==> config.mk <==
export PLATFORM = sky130hd
export DESIGN_NAME = score_keeper
export DESIGN_NICKNAME = d
export VERILOG_FILES = /design/src/rtl/score_keeper.sv
export SDC_FILE = /design/constraint.sdc
export NUM_CORES = 1
export LEC_CHECK = 0
export ABC_AREA = 0
export BUFFER_PORTS_ARGS = -buffer_cell sky130_fd_sc_hd__buf_2
export CAP_MARGIN = 20
export CORE_UTILIZATION = 25
export CTS_CLUSTER_SIZE = 8
export DETAILED_ROUTE_END_ITERATION = 7
export PLACE_DENSITY = 0.52
export SYNTH_ARGS = -nofsm -noshare
export SYNTH_HDL_FRONTEND = slang
export SYNTH_SLANG_ARGS = --single-unit
==> constraint.sdc <==
create_clock -name clk -period 2.85 [get_ports clk]
set_input_delay 0.285 -clock clk [delete_from_list [all_inputs] [get_ports clk]]
set_output_delay 0.285 -clock clk [all_outputs]
set_load 0.01 [all_outputs]
==> src/rtl/score_keeper.sv <==
// rtl/score_keeper.sv - Pong score engine: goal edge detect, 0..WIN_SCORE scores, pause/serve/game-over sequencing; SCORE_KEEPER_SERVE_ALT_EN alternates serve_dir on every serve
module score_keeper #(
  parameter int WIN_SCORE    = 9,
  parameter int PAUSE_CYCLES = 25000000,
  parameter int CNT_W        = 25
) (
  input  logic       clk,
  input  logic       reset,
  input  logic       goal_left,
  input  logic       goal_right,
  input  logic       new_game,
  output logic [3:0] score_left,
  output logic [3:0] score_right,
  output logic       serve,
  output logic       serve_dir,
  output logic       playing,
  output logic       game_over,
  output logic [1:0] winner
);

  typedef enum logic [1:0] {
    ST_IDLE  = 2'd0,
    ST_PAUSE = 2'd1,
    ST_PLAY  = 2'd2,
    ST_OVER  = 2'd3
  } state_t;

  localparam logic [3:0]       WIN_VAL    = 4'(WIN_SCORE);
  localparam logic [CNT_W-1:0] PAUSE_LOAD = CNT_W'(PAUSE_CYCLES);
  localparam logic [CNT_W-1:0] CNT_ONE    = CNT_W'(1);
  localparam logic [CNT_W-1:0] CNT_ZERO   = '0;

  localparam logic [1:0] WIN_NONE  = 2'b00;
  localparam logic [1:0] WIN_LEFT  = 2'b01;
  localparam logic [1:0] WIN_RIGHT = 2'b10;

  state_t           state;
  logic [CNT_W-1:0] pause_cnt;

  // Previous-level registers and registered edge pulses for the goal inputs
  logic goal_left_q;
  logic goal_right_q;
  logic left_edge_q;
  logic right_edge_q;

  // A point is awarded only when exactly one goal edge is present
  logic       left_scores;
  logic       right_scores;
  logic [3:0] score_left_inc;
  logic [3:0] score_right_inc;

  assign left_scores     = right_edge_q & ~left_edge_q;
  assign right_scores    = left_edge_q & ~right_edge_q;
  assign score_left_inc  = score_left + 4'd1;
  assign score_right_inc = score_right + 4'd1;

  // Goal rising-edge detection; the pulse is registered so the score lands two clocks after the rise
  always_ff @(posedge clk) begin
    if (reset) begin
      goal_left_q  <= 1'b0;
      goal_right_q <= 1'b0;
      left_edge_q  <= 1'b0;
      right_edge_q <= 1'b0;
    end else begin
      goal_left_q  <= goal_left;
      goal_right_q <= goal_right;
      if (new_game) begin
        // A restart throws away any goal edge still waiting to be scored
        left_edge_q  <= 1'b0;
        right_edge_q <= 1'b0;
      end else begin
        left_edge_q  <= goal_left & ~goal_left_q;
        right_edge_q <= goal_right & ~goal_right_q;
      end
    end
  end

  // Game sequencer: scores, pause countdown, serve pulse and game-over, all registered
  always_ff @(posedge clk) begin
    if (reset) begin
      state       <= ST_IDLE;
      pause_cnt   <= CNT_ZERO;
      score_left  <= 4'd0;
      score_right <= 4'd0;
      serve       <= 1'b0;
      serve_dir   <= 1'b0;
      playing     <= 1'b0;
      game_over   <= 1'b0;
      winner      <= WIN_NONE;
    end else begin
      serve <= 1'b0;
      if (new_game) begin
        // Start or restart from any state; first serve of a game goes left
        state       <= ST_PAUSE;
        pause_cnt   <= PAUSE_LOAD;
        score_left  <= 4'd0;
        score_right <= 4'd0;
        serve_dir   <= 1'b0;
        playing     <= 1'b0;
        game_over   <= 1'b0;
        winner      <= WIN_NONE;
      end else begin
        case (state)
          ST_IDLE: begin
            playing   <= 1'b0;
            game_over <= 1'b0;
          end

          ST_PAUSE: begin
            if (pause_cnt <= CNT_ONE) begin
              pause_cnt <= CNT_ZERO;
              serve     <= 1'b1;
              playing   <= 1'b1;
              state     <= ST_PLAY;
            end else begin
              pause_cnt <= pause_cnt - CNT_ONE;
            end
          end

          ST_PLAY: begin
            if (left_scores) begin
              score_left <= score_left_inc;
`ifdef SCORE_KEEPER_SERVE_ALT_EN
              serve_dir  <= ~serve_dir;
`else
              // Right player conceded, so the next serve goes toward the right
              serve_dir  <= 1'b1;
`endif
              playing    <= 1'b0;
              if (score_left_inc == WIN_VAL) begin
                state     <= ST_OVER;
                game_over <= 1'b1;
                winner    <= WIN_LEFT;
              end else begin
                state     <= ST_PAUSE;
                pause_cnt <= PAUSE_LOAD;
              end
            end else if (right_scores) begin
              score_right <= score_right_inc;
`ifdef SCORE_KEEPER_SERVE_ALT_EN
              serve_dir   <= ~serve_dir;
`else
              // Left player conceded, so the next serve goes toward the left
              serve_dir   <= 1'b0;
`endif
              playing     <= 1'b0;
              if (score_right_inc == WIN_VAL) begin
                state     <= ST_OVER;
                game_over <= 1'b1;
                winner    <= WIN_RIGHT;
              end else begin
                state     <= ST_PAUSE;
                pause_cnt <= PAUSE_LOAD;
              end
            end
          end

          ST_OVER: begin
            // Scores and winner are frozen until new_game
            game_over <= 1'b1;
            playing   <= 1'b0;
          end

          default: begin
            state <= ST_IDLE;
          end
        endcase
      end
    end
  end

endmodule

==> run metrics, run 1 <==
clock-pin slew reported for the worst setup and hold paths after clock tree synthesis=0.09 ns; post-CTS setup buffers=0; Final Setup Violations=0; Clock Sink Count=45; share of the clock period used by the worst path=85.12%; delay of the slowest cell on the worst path=0.52 ns; count of endpoints failing hold in the final timing report=0; list of most frequent post-synthesis cells=dfxtp_1 (45), nor2_1 (32), a21oi_1 (25); detail-routed via count per cell=4.888; kind of end point of the critical path=flip-flop; Primary FF master, synth=dfxtp_1; total clock buffers created by CTS=5; Unique masters post-synth=43; remaining antenna violation count=0; initial cell density of the core=25.78%; startpoint kind of the worst setup timing path=flip-flop; source of the worst hold timing path=goal_left; data arrival time of the critical path=2.60 ns; post-synth top area cell=dfxtp_1; Buf/Inv on CP=1; share of synthesized registers carrying an async set or reset=0%; source-to-sink clock delay at the later pin of the worst-skew pair=0.31 ns; outcome=complete, no violations; total cell area at the placement stage=2452 sq um; RSZ-0062 raised after global routing=false; post-layout worst setup margin=0.4240 ns; final total power=1281 uW; setup_tns=0 ns; wire length per cell=12.80 microns; Layout area overhead=13.65%; worst-case clock skew=0.01091 ns; maximum VDD drop=209.4 uV; total power divided by cell area=503.7 nW/um^2; Total Wirelength=5030 microns; site row count=34; standard cell with the maximum stage delay on the critical path=a21oi_1; warnings from Yosys=0; dominant delay contributor by cell family on the critical path=compound AO/OA/AOI/OAI gates; CTS H-tree depth=2; clock tree from TritonCTS=built; post-synthesis instance area=2237 sq um; number of buffers added to fix hold violations after cts=0; number of storage elements in the synthesis netlist=45; maxcap violations=0; root buffer cell=clkbuf_8; detailed-placement wirelength estimate=3503 microns; global placer's final weighted congestion=0.7222; source of the worst register-to-register timing path=left_edge_q$_SDFF_PP0_; dominant cells by area after synthesis=dfxtp_1 (40%), a21oi_1 (5.6%), nor2_1 (5.4%); type of the worst min-delay path=in2reg; core area=8678 sq um; first-pass GRT wire length=8583 microns; Stages on worst setup path=8; design area=2542 sq um; cell occurring most often along the worst timing path=a21oi_1; EDFF count, synth=0; CTS Buffer Depth=2; crit path kind=reg2reg; depth of the worst hold-timing path=2; number of antenna violations at the first check in global routing=0; relative slew slack=62.96%; CTS-repair resized insts=0; count of inserted antenna diode cells=0; crit path time final=2.426 ns; Post-Synthesis Mean Instance Area=8.442 sq um; GR Util All Layers=12.04%; achievable clock frequency=0.4122 GHz; Die Footprint=9331 sq um; transition at the pin with the smallest max-transition slack=0.5557 ns; sequential area share after synthesis=40.27%; vias in the first global route=1791; Yosys top cell area share=40.27%; routed via count=1921; required time of the critical path=3.02 ns; leftover overflow at the end of global routing=0; Pins Over Slew Limit=0; Ports=19; remaining routing DRC violations=0; Die Height=96.60 microns; share of cells above drive strength 1=11.93%; FF-to-FF path depth=8; starting DRC count in detailed routing=130; list of cells traversed by the critical path=inv_1 > ha_1 > nand2b_1 > nor4_1 > a22oi_1 > a21oi_1 > or4_1 > a21oi_1; largest net degree at the start of global routing=14; number of iterations in the first detailed-routing pass=4; nets in the synthesized netlist=279; share of the core filled with cells=29.30%; Lkg Pwr=0.0009035 uW; chip width=96.60 microns; DP Worst Slack=0.4348 ns; leading cell type by number of instances after synthesis=dfxtp_1; net count of the finished layout=299; count of port buffers added during placement=18; number of instances in the synthesized netlist=265; top fanout value on the critical path=8; startpoint of the most critical setup path=left_edge_q$_SDFF_PP0_
-- cell usage in the layout, fill, tap and decap left out, types with 2 or more instances in the layout --
master,n
dfxtp_1,45
nor2_1,32
a21oi_1,25
buf_2,18
nand2_1,14
nand3_1,10
nor3_1,10
o21ai_0,10
ha_1,9
inv_1,8
xor2_1,8
nor4_1,8
or3_1,7
nand2b_1,7
a311oi_1,6
xnor2_1,6
clkbuf_8,6
nor2b_1,5
o31ai_1,5
nand4_1,4
or4_1,4
nor3b_1,4
a211oi_1,4
buf_4,4
o21ai_1,3
o21a_1,3
or2_1,2
or4_4,2
-- report_power, final --
part	internal, uW	switching [uW]	total (uW)	leakage [uW]
Combinational	68.3	106	174	0.000492
Clock	192	226	418	0.0000433
Sequential	656	32.7	689	0.000368
-- kinds of logic after synthesis --
logic type,share of synthesized area (%)
simple gates,28.30
buf+inv,3.132
xor+xnor,5.481
fa+ha+maj,5.034
compound gates,17.79
flops,40.27
-- through the flow --
stage          cells  hold slack, ns
2_1_floorplan    265          0.3578
3_3_place_gp     386          0.3806
3_5_place_dp     386          0.3845
4_1_cts          393          0.2246
5_1_grt          393          0.2247
6_report         393          0.2288
-- registers in the layout, indices dropped and copies added (netlist names) --
signal	cells
left_edge_q	1
serve	1
state	2
goal_left_q	1
serve_dir	1
right_edge_q	1
playing	1
score_right	4
goal_right_q	1
score_left	4
game_over	1
pause_cnt	25
winner	2
-- routing by layer --
layer | vias up | global-route usage (%) | part of all wire [%]
li1 | 1004 | - | -
met1 | 878 | 16.29 | 51
met2 | 34 | 18.49 | 44
met3 | 5 | 2.817 | 3.2
met4 | 0 | 4.534 | 1.6
met5 | - | 0 | 0
-- worst paths after layout --
path | to | slack, ns
hold / removal | goal_left_q$_SDFF_PP0_ | 0.23
setup / recovery | pause_cnt[8]$_SDFFE_PP0P_ | 0.42
hold reg to reg | right_edge_q$_SDFF_PP0_ | 0.39
setup reg to reg | pause_cnt[8]$_SDFFE_PP0P_ | 0.42
-- final cells by class --
type / instances / area (sq um)
well taps: 108 / 135.1
fillers: 979 / 6136
multi-input cells: 203 / 1266
flip-flops and latches: 45 / 900.9
clock inverters: 1 / 7.507
inverters: 8 / 30.03
clock buffers: 6 / 82.58
repair buffers: 22 / 120.1
No activity file was read; power rests on OpenSTA's default activity.
==> inputs of run 2 (changes only) <==
==> constraint.sdc (replaced) <==
create_clock -name clk -period 2.66 [get_ports clk]
set_input_delay 0.266 -clock clk [delete_from_list [all_inputs] [get_ports clk]]
set_output_delay 0.266 -clock clk [all_outputs]
set_load 0.01 [all_outputs]
==> run 2 against run 1 <==
First-iteration DRC count decreased by 45%. Sequential power increased by 7.0%. Critical path depth unchanged.
==> run metrics, run 2 (synthesis results as in run 1) <==
routed via count=1908 (-0.68%); data arrival time of the critical path=2.58 ns (-0.02 ns); CTS Buffer Depth=2 (unchanged); CTS H-tree depth=2 (unchanged); Lkg Pwr=0.0009171 uW (+1.5%); site row count=34 (unchanged); clock tree from TritonCTS=built; most common library cell in the layout ignoring fill and taps=dfxtp_1; vias in the first global route=1738 (-3.0%); source of the worst register-to-register timing path=left_edge_q$_SDFF_PP0_; count of port buffers added during placement=18 (unchanged); source-to-sink clock delay at the later pin of the worst-skew pair=0.30 ns (about the same); source of the worst hold timing path=goal_right; list of cells traversed by the critical path=inv_1 > ha_1 > nand2b_1 > nor4_1 > a22oi_1 > a21oi_1 > or4_1 > a21oi_1; number of antenna violations at the first check in global routing=0 (unchanged); top fanout value on the critical path=8 (unchanged); number of iterations in the first detailed-routing pass=4 (unchanged); Ports=19 (unchanged); type of the worst min-delay path=in2reg; Die Footprint=9331 sq um (unchanged); post-CTS setup buffers=0 (unchanged); GR Util All Layers=11.73% (-0.31 points); FF-to-FF path depth=8 (unchanged); routing usage on met1=15.97% (-0.32 points); largest net degree at the start of global routing=14 (unchanged); first-pass GRT wire length=8397 microns (-2.2%); CTS-repair resized insts=0 (unchanged); capturing point of the worst reg2reg path=pause_cnt[8]$_SDFFE_PP0P_; crit path time final=2.393 ns (-0.03285 ns); maximum VDD drop=203.9 uV (-2.6%); leading cell types in the layout, fill and taps excluded=dfxtp_1 (45), nor2_1 (32), a21oi_1 (25); Die Height=96.60 microns (unchanged); core area=8678 sq um (unchanged); remaining routing DRC violations=0 (unchanged); kind of end point of the critical path=flip-flop; starting DRC count in detailed routing=71 (-45%); transition at the pin with the smallest max-transition slack=0.5731 ns (+0.01748 ns); leftover overflow at the end of global routing=0 (unchanged); detail-routed via count per cell=4.818 (-1.4%); achievable clock frequency=0.4179 GHz (+1.4%); startpoint kind of the worst setup timing path=flip-flop; met2 capacity usage during global routing=18.13% (-0.35 points); flip-flop count of the largest register, all copies and words added=25 (unchanged); depth of the worst hold-timing path=2 (unchanged); remaining antenna violation count=0 (unchanged); standard cell with the maximum stage delay on the critical path=a21oi_1; initial cell density of the core=25.78% (unchanged); cell occurring most often along the worst timing path=a21oi_1; global placer's final weighted congestion=0.7361 (+1.9%); maxcap violations=0 (unchanged); setup slack on the worst flop-to-flop path=0.27 ns (-0.16 ns); total clock buffers created by CTS=5 (unchanged); final total power=1370 uW (+7.0%); share of the clock period used by the worst path=89.97% (+4.8 points); delay of the slowest cell on the worst path=0.53 ns (about the same); clock-pin slew reported for the worst setup and hold paths after clock tree synthesis=0.09 ns (about the same); setup_tns=0 ns (unchanged); total power divided by cell area=534.3 nW/um^2 (+6.1%); relative slew slack=61.79% (-1.2 points); required time of the critical path=2.85 ns (-0.17 ns); root buffer cell=clkbuf_8; chip width=96.60 microns (unchanged); GR met3 Demand/Resource=2.895% (+0.078 points); count of inserted antenna diode cells=0 (unchanged); crit path kind=reg2reg; Largest Register=pause_cnt; count of endpoints failing hold in the final timing report=0 (unchanged); number of buffers added to fix hold violations after cts=0 (unchanged); wire length per cell=12.57 microns (-1.8%); most congested layer reported by global routing=met2; RSZ-0062 raised after global routing=false; capture endpoint of the worst hold path=goal_right_q$_SDFF_PP0_; Pins Over Slew Limit=0 (unchanged); Layout area overhead=14.65%; detailed-placement wirelength estimate=3521 microns (+0.49%); Total Wirelength=4977 microns (-1.1%); Clock Sink Count=45 (unchanged); worst-case clock skew=0.008164 ns (-0.002747 ns); net count of the finished layout=302 (+1.0%); outcome=complete, no violations; Final Setup Violations=0 (unchanged); share of cells above drive strength 1=12.85% (+0.92 points); largest registers in the final layout=pause_cnt (25), score_left (4), score_right (4)
[run 2: changes by cell type in the layout (fill, tap and decap cells not counted)]
cell | previous run | this run
buf_4 | 4 | 7
[run 2: layout make-up]
cell class,count,area [sq um]
inverter,8,30.03
tap,108,135.1
multi-input combinational,203,1266
timing repair buffer,25,142.6
fill,948,6113
clock buffer,6,82.58
sequential,45,900.9
clock inverter,1,7.507
[run 2: worst max path at each step]
stage / from / cells after the start / end
2_1_floorplan: left_edge_q$_SDFF_PP0_ / 9 / pause_cnt[8]$_SDFFE_PP0P_
3_3_place_gp: left_edge_q$_SDFF_PP0_ / 8 / pause_cnt[8]$_SDFFE_PP0P_
3_5_place_dp: left_edge_q$_SDFF_PP0_ / 8 / pause_cnt[10]$_SDFFE_PP0P_
4_1_cts: left_edge_q$_SDFF_PP0_ / 8 / pause_cnt[17]$_SDFFE_PP0P_
5_1_grt: left_edge_q$_SDFF_PP0_ / 8 / pause_cnt[8]$_SDFFE_PP0P_
6_report: left_edge_q$_SDFF_PP0_ / 8 / pause_cnt[8]$_SDFFE_PP0P_
[run 2: metrics by stage]
| stage | util (%) | hold slack [ns] | setup WS, ns | cell area (sq um) | instances |
|---|---|---|---|---|---|
| global route | 29.56 | 0.2071 | 0.01367 | 2565 | 396 |
| CTS | 29.56 | 0.2045 | 0.2588 | 2565 | 396 |
| detailed placement | 28.52 | 0.3866 | 0.2885 | 2475 | 389 |
| floorplan | - | 0.3388 | 0.5965 | 2237 | 265 |
| finish | 29.56 | 0.2038 | 0.2669 | 2565 | 396 |
| global placement | 28.52 | 0.3801 | 0.2921 | 2475 | 389 |
[run 2: routing by layer]
metal / part of all wire [%] / vias to the layer above
met4: 1.3 / 0
met5: 0 / -
li1: - / 1002
met2: 45 / 19
met1: 51 / 881
met3: 2.1 / 6
[run 2: critical path: cells and delay by family (launching register included)]
family,cells,cell delay (ns)
flip-flops,1,0.36
AND/OR/NAND/NOR,3,0.75
buffers and inverters,1,0.05
AO/OA/AOI/OAI,3,0.81
adder cells (fa/ha/maj),1,0.30
[run 2: power by group]
part / total, uW / internal (uW) / switching (uW)
logic: 189 / 77.0 / 112
clock network: 444 / 206 / 238
registers: 737 / 703 / 34.5
==> inputs of run 3 (changes only) <==
--- a/config.mk
+++ b/config.mk
@@ -9,8 +9,10 @@
 export BUFFER_PORTS_ARGS = -buffer_cell sky130_fd_sc_hd__buf_2
 export CAP_MARGIN = 20
 export CORE_UTILIZATION = 25
+export CTS_BUF_LIST = sky130_fd_sc_hd__clkbuf_2 sky130_fd_sc_hd__clkbuf_4 sky130_fd_sc_hd__clkbuf_8
 export CTS_CLUSTER_SIZE = 8
 export DETAILED_ROUTE_END_ITERATION = 7
+export GPL_TIMING_DRIVEN = 0
 export PLACE_DENSITY = 0.52
 export SYNTH_ARGS = -nofsm -noshare
 export SYNTH_HDL_FRONTEND = slang
==> run 3 against run 2 <==
Cell count rose by 0.51%. First-iteration DRC count rose by 72%. Largest cell class unchanged. Clock power rose by 3%. Clock skew rose by 0.0031 ns. Combinational power barely moved. Via count rose by 5.1%. Worst setup slack got worse by 0.073 ns. Largest power group unchanged. Cell area barely moved.
==> run metrics, run 3 (synthesis results as in run 1) <==
capture endpoint of the worst hold path=goal_left_q$_SDFF_PP0_; DP Worst Slack=0.1956 ns (-0.09288 ns); net count of the finished layout=303 (+0.33%); initial cell density of the core=25.78% (unchanged); leftover overflow at the end of global routing=0 (unchanged); largest registers in the final layout=pause_cnt (25), score_left (4), score_right (4); capturing point of the worst reg2reg path=pause_cnt[24]$_SDFFE_PP0P_; switch share=28.70% (+0.63 points); clock power share=33.1% (+0.7 points); relative slew slack=61.76% (about the same); crit path kind=reg2reg; sequential share of power=53.3% (-0.5 points); share of cells above drive strength 1=12.41% (-0.43 points); number of antenna violations at the first check in global routing=0 (unchanged); site row count=34 (unchanged); standard cell with the maximum stage delay on the critical path=nor4_1; count of endpoints failing hold in the final timing report=0 (unchanged); clock-pin slew reported for the worst setup and hold paths after clock tree synthesis=0.09 ns (about the same); setup slack on the worst flop-to-flop path=0.19 ns (-0.07 ns); flip-flop count of the largest register, all copies and words added=25 (unchanged); CTS-repair resized insts=0 (unchanged); number of buffers added to fix hold violations after cts=0 (unchanged); chip width=96.60 microns (unchanged); Total Wirelength=5158 microns (+3.6%); type of the worst min-delay path=in2reg; Clock Sink Count=45 (unchanged); list of cells traversed by the critical path=inv_1 > ha_1 > clkbuf_1 > nand2b_1 > nor4_1 > a22o_1 > o21ai_1 > clkbuf_2 > o21a_1 > o21a_1; kind of end point of the critical path=flip-flop; post-layout worst setup margin=0.1940 ns (-0.07281 ns); data arrival time of the critical path=2.67 ns (+0.09 ns); first-pass GRT wire length=8749 microns (+4.2%); CTS Buffer Depth=2 (unchanged); vias in the first global route=1824 (+4.9%); core area=8678 sq um (unchanged); transition at the pin with the smallest max-transition slack=0.5715 ns (-0.001607 ns); achievable clock frequency=0.4055 GHz (-3.0%); detailed-placement wirelength estimate=3632 microns (+3.2%); cell-internal power=986.5 uW (about the same); largest net degree at the start of global routing=15 (+1); crit path time final=2.466 ns (+0.07281 ns); GR Util All Layers=12.07% (+0.34 points); top fanout value on the critical path=10 (+2); detail-routed via count per cell=5.040 (+4.6%); maxcap violations=0 (unchanged); RSZ-0062 raised after global routing=false; remaining routing DRC violations=0 (unchanged); delay of the slowest cell on the worst path=0.43 ns (-0.10 ns); FF-to-FF path depth=10 (+2); Largest Register=pause_cnt; Die Height=96.60 microns (unchanged); most common library cell in the layout ignoring fill and taps=dfxtp_1; post-CTS setup buffers=0 (unchanged); number of iterations in the first detailed-routing pass=4 (unchanged); startpoint kind of the worst setup timing path=flip-flop; count of inserted antenna diode cells=0 (unchanged); worst-case clock skew=0.01128 ns (+0.003112 ns); starting DRC count in detailed routing=122 (+72%); global placer's final weighted congestion=0.7658 (+4.0%); maximum VDD drop=265.6 uV (+30%); source of the worst hold timing path=goal_left; source-to-sink clock delay at the later pin of the worst-skew pair=0.30 ns (about the same); CTS H-tree depth=2 (unchanged); routed via count=2006 (+5.1%); clock tree from TritonCTS=built; total power divided by cell area=539.7 nW/um^2 (+1.0%); design area=2564 sq um (about the same); leading cell types in the layout, fill and taps excluded=dfxtp_1 (45), nor2_1 (32), a21oi_1 (24); Ports=19 (unchanged); Final Setup Violations=0 (unchanged); Die Footprint=9331 sq um (unchanged); Layout area overhead=14.60% (about the same); Pins Over Slew Limit=0 (unchanged); depth of the worst hold-timing path=2 (unchanged); setup_tns=0 ns (unchanged); root buffer cell=clkbuf_8; total clock buffers created by CTS=5 (unchanged); share of the clock period used by the worst path=92.71% (+2.7 points); required time of the critical path=2.86 ns (about the same); net switching power figure=397.1 uW (+3.3%); Logic pwr share=13.6% (-0.2 points); wire length per cell=12.96 microns (+3.1%); Lkg Pwr=0.0009124 uW (-0.51%); total cell area at the placement stage=2457 sq um (-0.71%); outcome=complete, no violations; remaining antenna violation count=0 (unchanged); cell occurring most often along the worst timing path=o21a_1; source of the worst register-to-register timing path=left_edge_q$_SDFF_PP0_; count of port buffers added during placement=17 (-1)
==> run 3: critical path, delay by kind of cell (launching register included) <==
| kind | cells | cell delay, ns |
|---|---|---|
| fa+ha+maj | 1 | 0.18 |
| compound gates | 4 | 0.67 |
| flops | 1 | 0.37 |
| simple gates | 2 | 0.63 |
| buf+inv | 3 | 0.50 |
==> run 3: worst max-delay path by stage <==
stage | depth (start not counted) | startpoint | slack, ns | end
2_1_floorplan | 9 | left_edge_q$_SDFF_PP0_ | 0.60 | pause_cnt[8]$_SDFFE_PP0P_
3_5_place_dp | 10 | left_edge_q$_SDFF_PP0_ | 0.20 | pause_cnt[13]$_SDFFE_PP0P_
5_1_grt | 10 | left_edge_q$_SDFF_PP0_ | 0.04 | pause_cnt[24]$_SDFFE_PP0P_
4_1_cts | 10 | left_edge_q$_SDFF_PP0_ | 0.18 | pause_cnt[13]$_SDFFE_PP0P_
6_report | 10 | left_edge_q$_SDFF_PP0_ | 0.19 | pause_cnt[24]$_SDFFE_PP0P_
3_3_place_gp | 10 | left_edge_q$_SDFF_PP0_ | 0.24 | pause_cnt[21]$_SDFFE_PP0P_
==> run 3: layout make-up <==
class,instances,area [sq um]
flip-flops and latches,45,900.9
plain buffers,9,41.29
clock inverters,2,13.76
clock buffers,6,82.58
fillers,969,6115
repair buffers,17,85.08
inverters,8,30.03
multi-input cells,203,1275
well taps,108,135.1
==> run 3: layer usage <==
| layer | GRT usage, % | wire length [microns] | vias to the layer above |
|---|---|---|---|
| met5 | 0 | 0 | - |
| met4 | 4.289 | 99 | 0 |
| met1 | 16.25 | 2565 | 949 |
| met3 | 2.347 | 179 | 9 |
| met2 | 19.13 | 2314 | 39 |
| li1 | - | - | 1009 |
==> run 3: through the flow <==
stage                     power [uW]  std cells  util, %  hold slack (ns)
after floorplan                889.1        265        -           0.3388
after global placement         936.3        390    28.32           0.3802
after detailed placement       938.2        390    28.32           0.3810
after CTS                       1400        398    29.43           0.1836
after global routing            1457        398    29.54           0.2066
final                           1384        398    29.54           0.1935
==> run 3: power by group through the flow <==
stage	combinational, uW	sequential [uW]	clock, uW
2_1_floorplan	145	744	0
3_3_place_gp	184	752	0
3_5_place_dp	186	752	0
4_1_cts	187	737	476
5_1_grt	212	744	500
6_report	188	738	458
